File: src/rtl/irq_ctrl_pkg.sv
// Shared constants for the interrupt controller: source count, APB register
// map and the position of the valid flag inside the ID register.
package irq_ctrl_pkg;

   localparam int NUM_SRC      = 8;
   localparam int ID_W         = 3;
   localparam int ID_VALID_BIT = 31;

   localparam logic [11:0] OFF_IER = 12'h000;
   localparam logic [11:0] OFF_IPR = 12'h004;
   localparam logic [11:0] OFF_ITR = 12'h008;
   localparam logic [11:0] OFF_ID  = 12'h00C;
   localparam logic [11:0] OFF_ACK = 12'h010;

   typedef enum logic [2:0] {
      REG_IER,
      REG_IPR,
      REG_ITR,
      REG_ID,
      REG_ACK,
      REG_NONE
   } reg_sel_e;

   // Maps a 12-bit byte offset onto the register it selects.
   function automatic reg_sel_e decode_offset(input logic [11:0] off);
      reg_sel_e sel;
      case (off)
         OFF_IER: sel = REG_IER;
         OFF_IPR: sel = REG_IPR;
         OFF_ITR: sel = REG_ITR;
         OFF_ID:  sel = REG_ID;
         OFF_ACK: sel = REG_ACK;
         default: sel = REG_NONE;
      endcase
      return sel;
   endfunction

endpackage

File: src/rtl/irq_prio_enc.sv
// Fixed-priority encoder: the lowest set bit of the active vector wins.
module irq_prio_enc
   import irq_ctrl_pkg::*;
(
   input  logic [7:0]      active,
   output logic [ID_W-1:0] id,
   output logic            valid
);

   // Scan from the top so the lowest set index is the last one to write id.
   always_comb begin
      id    = '0;
      valid = |active;
      for (int i = 7; i >= 0; i--) begin
         if (active[i]) begin
            id = ID_W'(i);
         end
      end
   end

endmodule

File: src/rtl/irq_ctrl.sv
// APB-programmable interrupt controller with per-source enable, pending and
// trigger-mode registers, fixed priority and a registered combined irq.
module irq_ctrl #(
   parameter int NUM_SRC = irq_ctrl_pkg::NUM_SRC
) (
   input  logic               clk,
   input  logic               rst_n,
   input  logic               psel,
   input  logic               penable,
   input  logic               pwrite,
   input  logic [31:0]        paddr,
   input  logic [31:0]        pwdata,
   output logic [31:0]        prdata,
   output logic               pready,
   output logic               pslverr,
   input  logic [NUM_SRC-1:0] intr_src,
   output logic               irq,
   output logic [2:0]         irq_id
);

   import irq_ctrl_pkg::*;

   if (NUM_SRC != 8) begin : g_bad_num_src
      $error("irq_ctrl only supports NUM_SRC = 8");
   end

   logic               access;
   logic               bad_access;
   logic               wr_en;
   logic               rd_en;
   reg_sel_e           sel;

   logic [NUM_SRC-1:0] ier_q, ier_d;
   logic [NUM_SRC-1:0] ipr_q, ipr_d;
   logic [NUM_SRC-1:0] itr_q, itr_d;
   logic [NUM_SRC-1:0] src_q, src_d;
   logic               irq_q, irq_d;

   logic [NUM_SRC-1:0] set_vec;
   logic [NUM_SRC-1:0] clr_vec;
   logic [NUM_SRC-1:0] active;
   logic               id_valid;

   logic               unused_bits;
   assign unused_bits = ^{paddr[31:12], pwdata[31:NUM_SRC]};

   // Decode the APB access and classify it as a clean read, clean write or error.
   always_comb begin
      access     = psel & penable;
      sel        = decode_offset(paddr[11:0]);
      bad_access = (paddr[1:0] != 2'b00) | (sel == REG_NONE) |
                   (pwrite & (sel == REG_ID)) | (~pwrite & (sel == REG_ACK));
      wr_en      = access & pwrite & ~bad_access;
      rd_en      = access & ~pwrite & ~bad_access;
   end

   assign pready  = access;
   assign pslverr = access & bad_access;

   assign active = ipr_q & ier_q;

   irq_prio_enc u_prio_enc (
      .active (active),
      .id     (irq_id),
      .valid  (id_valid)
   );

   // Next register state: APB writes, pending set/clear with set winning, edge history.
   always_comb begin
      ier_d   = ier_q;
      itr_d   = itr_q;
      clr_vec = '0;
      if (wr_en) begin
         case (sel)
            REG_IER: ier_d   = pwdata[NUM_SRC-1:0];
            REG_ITR: itr_d   = pwdata[NUM_SRC-1:0];
            REG_IPR: clr_vec = pwdata[NUM_SRC-1:0];
            REG_ACK: clr_vec = NUM_SRC'(1) << pwdata[2:0];
            default: clr_vec = '0;
         endcase
      end
      set_vec = (itr_q & intr_src & ~src_q) | (~itr_q & intr_src);
      ipr_d   = (ipr_q & ~clr_vec) | set_vec;
      src_d   = intr_src;
      irq_d   = |active;
   end

   // Read mux; anything other than a clean read returns zero.
   always_comb begin
      prdata = '0;
      if (rd_en) begin
         case (sel)
            REG_IER: prdata = 32'(ier_q);
            REG_IPR: prdata = 32'(ipr_q);
            REG_ITR: prdata = 32'(itr_q);
            REG_ID: begin
               prdata[ID_VALID_BIT] = id_valid;
               prdata[ID_W-1:0]     = irq_id;
            end
            default: prdata = '0;
         endcase
      end
   end

   // State registers with asynchronous active-low reset.
   always_ff @(posedge clk or negedge rst_n) begin
      if (!rst_n) begin
         ier_q <= '0;
         ipr_q <= '0;
         itr_q <= '0;
         src_q <= '0;
         irq_q <= 1'b0;
      end else begin
         ier_q <= ier_d;
         ipr_q <= ipr_d;
         itr_q <= itr_d;
         src_q <= src_d;
         irq_q <= irq_d;
      end
   end

   assign irq = irq_q;

endmodule

File: config.mk
export PLATFORM = sky130hd
export DESIGN_NAME = irq_ctrl
export DESIGN_NICKNAME = d
export VERILOG_FILES = /design/src/rtl/irq_ctrl_pkg.sv /design/src/rtl/irq_prio_enc.sv /design/src/rtl/irq_ctrl.sv
export SDC_FILE = /design/constraint.sdc
export NUM_CORES = 1
export LEC_CHECK = 0
export CORE_ASPECT_RATIO = 0.6
export CORE_MARGIN = 8
export CORE_UTILIZATION = 34
export CTS_CLUSTER_SIZE = 12
export DETAILED_ROUTE_END_ITERATION = 8
export PLACE_DENSITY = 0.81
export SYNTH_ARGS = -nofsm -noshare
export SYNTH_HDL_FRONTEND = slang
export SYNTH_SLANG_ARGS = --single-unit
File: constraint.sdc
create_clock -name clk -period 1.75 [get_ports clk]
set_input_delay 0.175 -clock clk [delete_from_list [all_inputs] [get_ports clk]]
set_output_delay 0.175 -clock clk [all_outputs]
set_load 0.02 [all_outputs]
# == After elaboration in Yosys (flattened, before gate mapping) ==
# Index checks and enable logic that the tools add are counted.
# word_totals
ff_bits,33
in_bits,77
output_inout_bits,38
wordCells,59
# classes
eq_ne,9
n_shift,1
mux,15
n_bitwise,23
n_reduce_logical,6
# ops
op,count
$and 8x8->8,5
$mux 32,1
$eq 12x4->1 const B,2
$mux 3,8
$not 8->8,3
$or 8x8->8,2
$pmux 8 s2,1
$pmux 3 s5,1
$pmux 5 s3,1
$eq 12x3->1 const B,1
$eq 12x5->1 const B,1
$logic_not 12->1,1
$pmux 3 s4,1
$and 1x1->1,8
$mux 8,1
$reduce_or 8->1,1
$shl 1x3->8 const A,1
$eq 3x2->1 const B,2
$eq 3x3->1 const B,2
$reduce_and 2->1,2
$eq 3x1->1 const B,1
$logic_not 3->1,1
$or 1x1->1,3
$not 1->1,2
2 further kinds,2

# == Depth between registers and ports, before layout ==
# depth
word_depth,12
ltp_mapped,7
depth_no_buf,5

# == By module ==
# From an unflattened synthesis, not the netlist that was laid out.
# unflattened
hier_cells,204
area_unflattened_um2,2039.5
# modules_own_cells
module,n_inst,cells_each,area_per_inst_um2
irq_ctrl,1,191,1958.1
irq_prio_enc,1,13,81.3

# == Worst setup path before layout ==
# OpenSTA, ideal clock, no wires.
# synth_timing
path_type,flip-flop to output port
startpoint,register ipr_q[4]
endpoint,output prdata[1]
arrival_ps,1766
required_time_ps,1575
slack_ps,-191
path_stages_with_launch,5
path_cell_list,dfrtp_1 a221o_1 a21boi_0 a221oi_1 nor2_1
# synth_between
elab_chain_cells,8
# synth_lines
item,line_no,text
"start, declared",irq_ctrl.sv:34,"logic [NUM_SRC-1:0] ipr_q, ipr_d;"
"start signal, assigned",irq_ctrl.sv:115,ipr_q <= ipr_d;
$and 8x8->8,irq_ctrl.sv:60,assign active = ipr_q & ier_q;
$mux 3 (5 in series),irq_prio_enc.sv:15,if (active[i]) begin
net irq_id[1],irq_ctrl.sv:18,output logic [2:0] irq_id
$pmux 3 s4,irq_ctrl.sv:92,case (sel)
$mux 32,irq_ctrl.sv:91,if (rd_en) begin
"end, declared",irq_ctrl.sv:13,"output logic [31:0] prdata,"
# The timed path passes the listed nets, and every way through them passes these cells.

# == Final worst setup path ==
# layout_timing
startpoint,input paddr[5]
endpoint,output prdata[1]
# layout_between
elab_chain_cells,9
elab_cells_between_ends,21
cone_classes,eq/ne (9); mux (3); bitwise (7); reduce/logical (2)
# layout_lines
item,line_no,text
"start, declared",irq_ctrl.sv:11,"input logic [31:0] paddr,"
"$eq 12x5->1, or another cell as far along",irq_ctrl_pkg.sv:27,case (off)
$pmux 3 s5 *,irq_ctrl_pkg.sv:27,
$eq 3x3->1 / $eq 3x2->1 (equally long branches),"irq_ctrl.sv:51, irq_ctrl.sv:52, irq_ctrl.sv:92",
$or 1x1->1 / $and 1x1->1 (equally long branches),"irq_ctrl.sv:51, irq_ctrl.sv:52",
$or 1x1->1,irq_ctrl.sv:51,bad_access = (paddr[1:0] != 2'b00) | (sel == REG_NONE) |
$or 1x1->1,irq_ctrl.sv:52,(pwrite & (sel == REG_ID)) | (~pwrite & (sel == REG_ACK));
$not 1->1,irq_ctrl.sv:54,rd_en = access & ~pwrite & ~bad_access;
$and 1x1->1,irq_ctrl.sv:54,
$mux 32 *,irq_ctrl.sv:91,
# Every way passes the cells marked *; elsewhere a longest branch is shown, timed or not.

==> results.sh <==
export IMPL_status="complete, but fails checks"
export IMPL_violations="setup timing"
export IMPL_drt_iter0_drc=144
export IMPL_setup_viol=16
export IMPL_ctsHoldBuffers=0
export IMPL_syn_area_per_cell_sq_um=9.921
export IMPL_p_sw_share_pct=25.38
export IMPL_rsz0062_at_grt="true"
export IMPL_combPwrFrac_pct=15.0
export IMPL_dieWidth_um=113.9
export IMPL_io_pins=115
export IMPL_antenna_cells=0
export IMPL_hp_class="in -> async"
export IMPL_finalClockSkew_ps=2.680
export IMPL_worstSetupPathType="in -> out"
export IMPL_pwr_share_clk_pct=33.8
export IMPL_cts_root_buf="clkbuf_8"
export IMPL_grt_usage_pct=15.16
export IMPL_yosysWarningCount=0
export IMPL_grt_use_met2_pct=24.72
export IMPL_path_buf_inv=3
export IMPL_grt_max_degree=34
export IMPL_syn_area_sq_um=1954
export IMPL_ant_nets=0
export IMPL_reg2regPathDepth=3
export IMPL_cts_tree="yes"
export IMPL_startpoint_type="primary input"
export IMPL_r2r_start="ier_q[7]"
export IMPL_worstPathRequired_ps=1570
export IMPL_hold_viol_final=0
export IMPL_drtPass1Iterations=4
export IMPL_crit_path_end="prdata[1]"
export IMPL_yosysSeqAreaShare_pct=42.25
export IMPL_cp_top_family="simple AND/OR/NAND/NOR gates"
export IMPL_cp_slowest_stage_delay_ps=470
export IMPL_vias=1879
export IMPL_post_route_period_util_pct=111.3
export IMPL_drt_total_wl_um=6437
export IMPL_rr_endpoint="irq"
export IMPL_path_clk_slew_ps=60
export IMPL_synth_area_leaders="dfrtp_1 42%, mux2_2 9.2%, buf_4 8.8%"
export IMPL_ys_types=37
export IMPL_antenna_found_initial=0
export IMPL_final_nets=376
export IMPL_cp_depth=7
export IMPL_drv_slew=0
export IMPL_die_h_um=74.73
export IMPL_syn_inst=197
export IMPL_core_sq_um=5570
export IMPL_fin_crit_ps=1948
export IMPL_io_buffer_count=47
export IMPL_synthMostInstantiatedCell="dfrtp_1"
export IMPL_grt_pass1_vias=1956
export IMPL_p_sw_uw=384.1
export IMPL_timing_fmax_mhz=513.5
export IMPL_grt_busiest_layer="met2"
export IMPL_synth_common_cells="33 x dfrtp_1, 27 x nand2_1, 23 x buf_4"
export IMPL_yosys_register_bits=33
export IMPL_dp_cells=363
export IMPL_layout_cells_non_filler=378
export IMPL_place_congestion=0.8926
export IMPL_cts_max_level=2
export IMPL_layout_setup_ws_ps=-197.6
export IMPL_drv_cap=0
export IMPL_clkLatencyLatePin_ps=280
export IMPL_crit_path_max_fanout=5
export IMPL_p_seq_share_pct=51.2
export IMPL_die_area_sq_um=8510
export IMPL_dp_hpwl_um=4688
export IMPL_synth_edf_count=0
export IMPL_viasPerCell=4.971
export IMPL_p_leak_uw=0.001337
export IMPL_area_delta_synth_final_pct=63.89
export IMPL_use_met3_pct=4.484
export IMPL_drt_wirelength_per_cell_um=17.03
export IMPL_irDropWorstVdd_v=0.0002333
export IMPL_drc_errors=0
export IMPL_path_cells="buf_6 -> or3_4 -> or2_4 -> or4_4 -> buf_12 -> nor2_4 -> buf_6"
export IMPL_async_reset_ff_share_pct=100.0
export IMPL_gr_usage_met1_pct=19.66
export IMPL_grt_first_pass_wirelength_um=10090
export IMPL_power_per_cell_area_nw_per_um2=472.5
export IMPL_crit_top_cell="buf_6"
export IMPL_slowest_stage="or4_4"
export IMPL_startpoint="paddr[5]"
export IMPL_yosysTopAreaCellShare_pct=42.25
export IMPL_internal_power_uw=1129
export IMPL_ys_flop_type="dfrtp_1"
export IMPL_cts_buffers=5
export IMPL_final_util_pct=57.50
export IMPL_yosysTopAreaCell="dfrtp_1"
export IMPL_drive_gt1_share_pct=45.64
export IMPL_worstSetupEndpointType="primary output"
export IMPL_crit_arrival_ps=1770
export IMPL_cts_max_path_buffers=2
export IMPL_ff2ff_setup_slack_ps=580
export IMPL_initial_utilization_pct=35.09
export IMPL_overflow=0
export IMPL_cts_sinks=33
export IMPL_core_rowCount=21
==> power by group through the flow <==
stage          registers (uW)  clock network, uW  logic, uW
6_report                  775                512        226
5_1_grt                   775                554        243
4_1_cts                   775                527        218
3_5_place_dp              789                  0        216
3_3_place_gp              788                  0        213
2_1_floorplan             788                  0        120
==> logic make-up (layout without fill, tap and decap cells) <==
logic type | after synthesis | count (layout) | share of synthesized area, %
AO/OA/AOI/OAI | 43 | 43 | 17.16
buffers and inverters | 30 | 109 | 10.63
other | 1 | 23 | 0.1919
multiplexers | 16 | 16 | 9.219
AND/OR/NAND/NOR | 74 | 74 | 20.55
flip-flops | 33 | 33 | 42.25
==> through the flow <==
| stage | setup WS (ps) | setup TNS (ps) | area, sq um | hold slack [ps] | total power, uW |
|---|---|---|---|---|---|
| after global routing | -237.0 | -2204 | 3203 | 344.3 | 1573 |
| after floorplan | -134.0 | -1101 | 2088 | -120.6 | 908.6 |
| after CTS | -176.8 | -1491 | 3139 | 315.2 | 1519 |
| after detailed placement | -1058 | -24270 | 2834 | 525.6 | 1005 |
| final | -197.6 | -1596 | 3203 | 299.6 | 1513 |
| after global placement | -1054 | -23290 | 2834 | 516.5 | 1001 |
==> per-layer routing <==
metal  routed length (um)  vias up
met4                   35        0
met1                 2801      929
met5                    0        -
li1                     -      870
met2                 3064       73
met3                  536        7
==> final cells by class <==
class | count | area, sq um
clock buffers | 5 | 68.82
multi-input cells | 156 | 1279
clock inverters | 1 | 5.005
flip-flops and latches | 33 | 827.0
inverters | 2 | 7.507
fillers | 467 | 2367
well taps | 80 | 100.1
repair buffers | 101 | 915.9
==> cell usage in the layout (no fill, tap or decap), drive strengths merged, types with 3 or more instances in the layout <==
cell type and instances:
a21oi 6, a221oi 3, a22o 14, a22oi 12, buf 72, clkbuf 7, clkdlybuf4s50 20, conb 23
dfrtp 33, dlygate4sd2 5, mux2 16, nand2 27, nand3 4, nor2 23, nor2b 4, nor4 4
==> sequential cells by signal, summed over array words and instances, names as in the netlist <==
signal,count
ier_q,8
irq,1
itr_q,8
ipr_q,8
src_q,8
==> how the worst min path moves through the flow <==
stage / endpoint / start
floorplan: ier_q[0] / rst_n
global placement: itr_q[3] / itr_q[3]
CTS: ier_q[7] / rst_n
finish: itr_q[3] / rst_n
global route: irq / rst_n
detailed placement: itr_q[1] / itr_q[1]
==> repair_timing <==
action | 4_1_cts | 5_1_grt
pin swaps | 21 | 17
setup buffers | 8 | 3
gates cloned | 0 | 0
setup endpoints to repair | 37 | 37
resized for setup | 139 | 24
No activity file was read; power rests on OpenSTA's default activity.
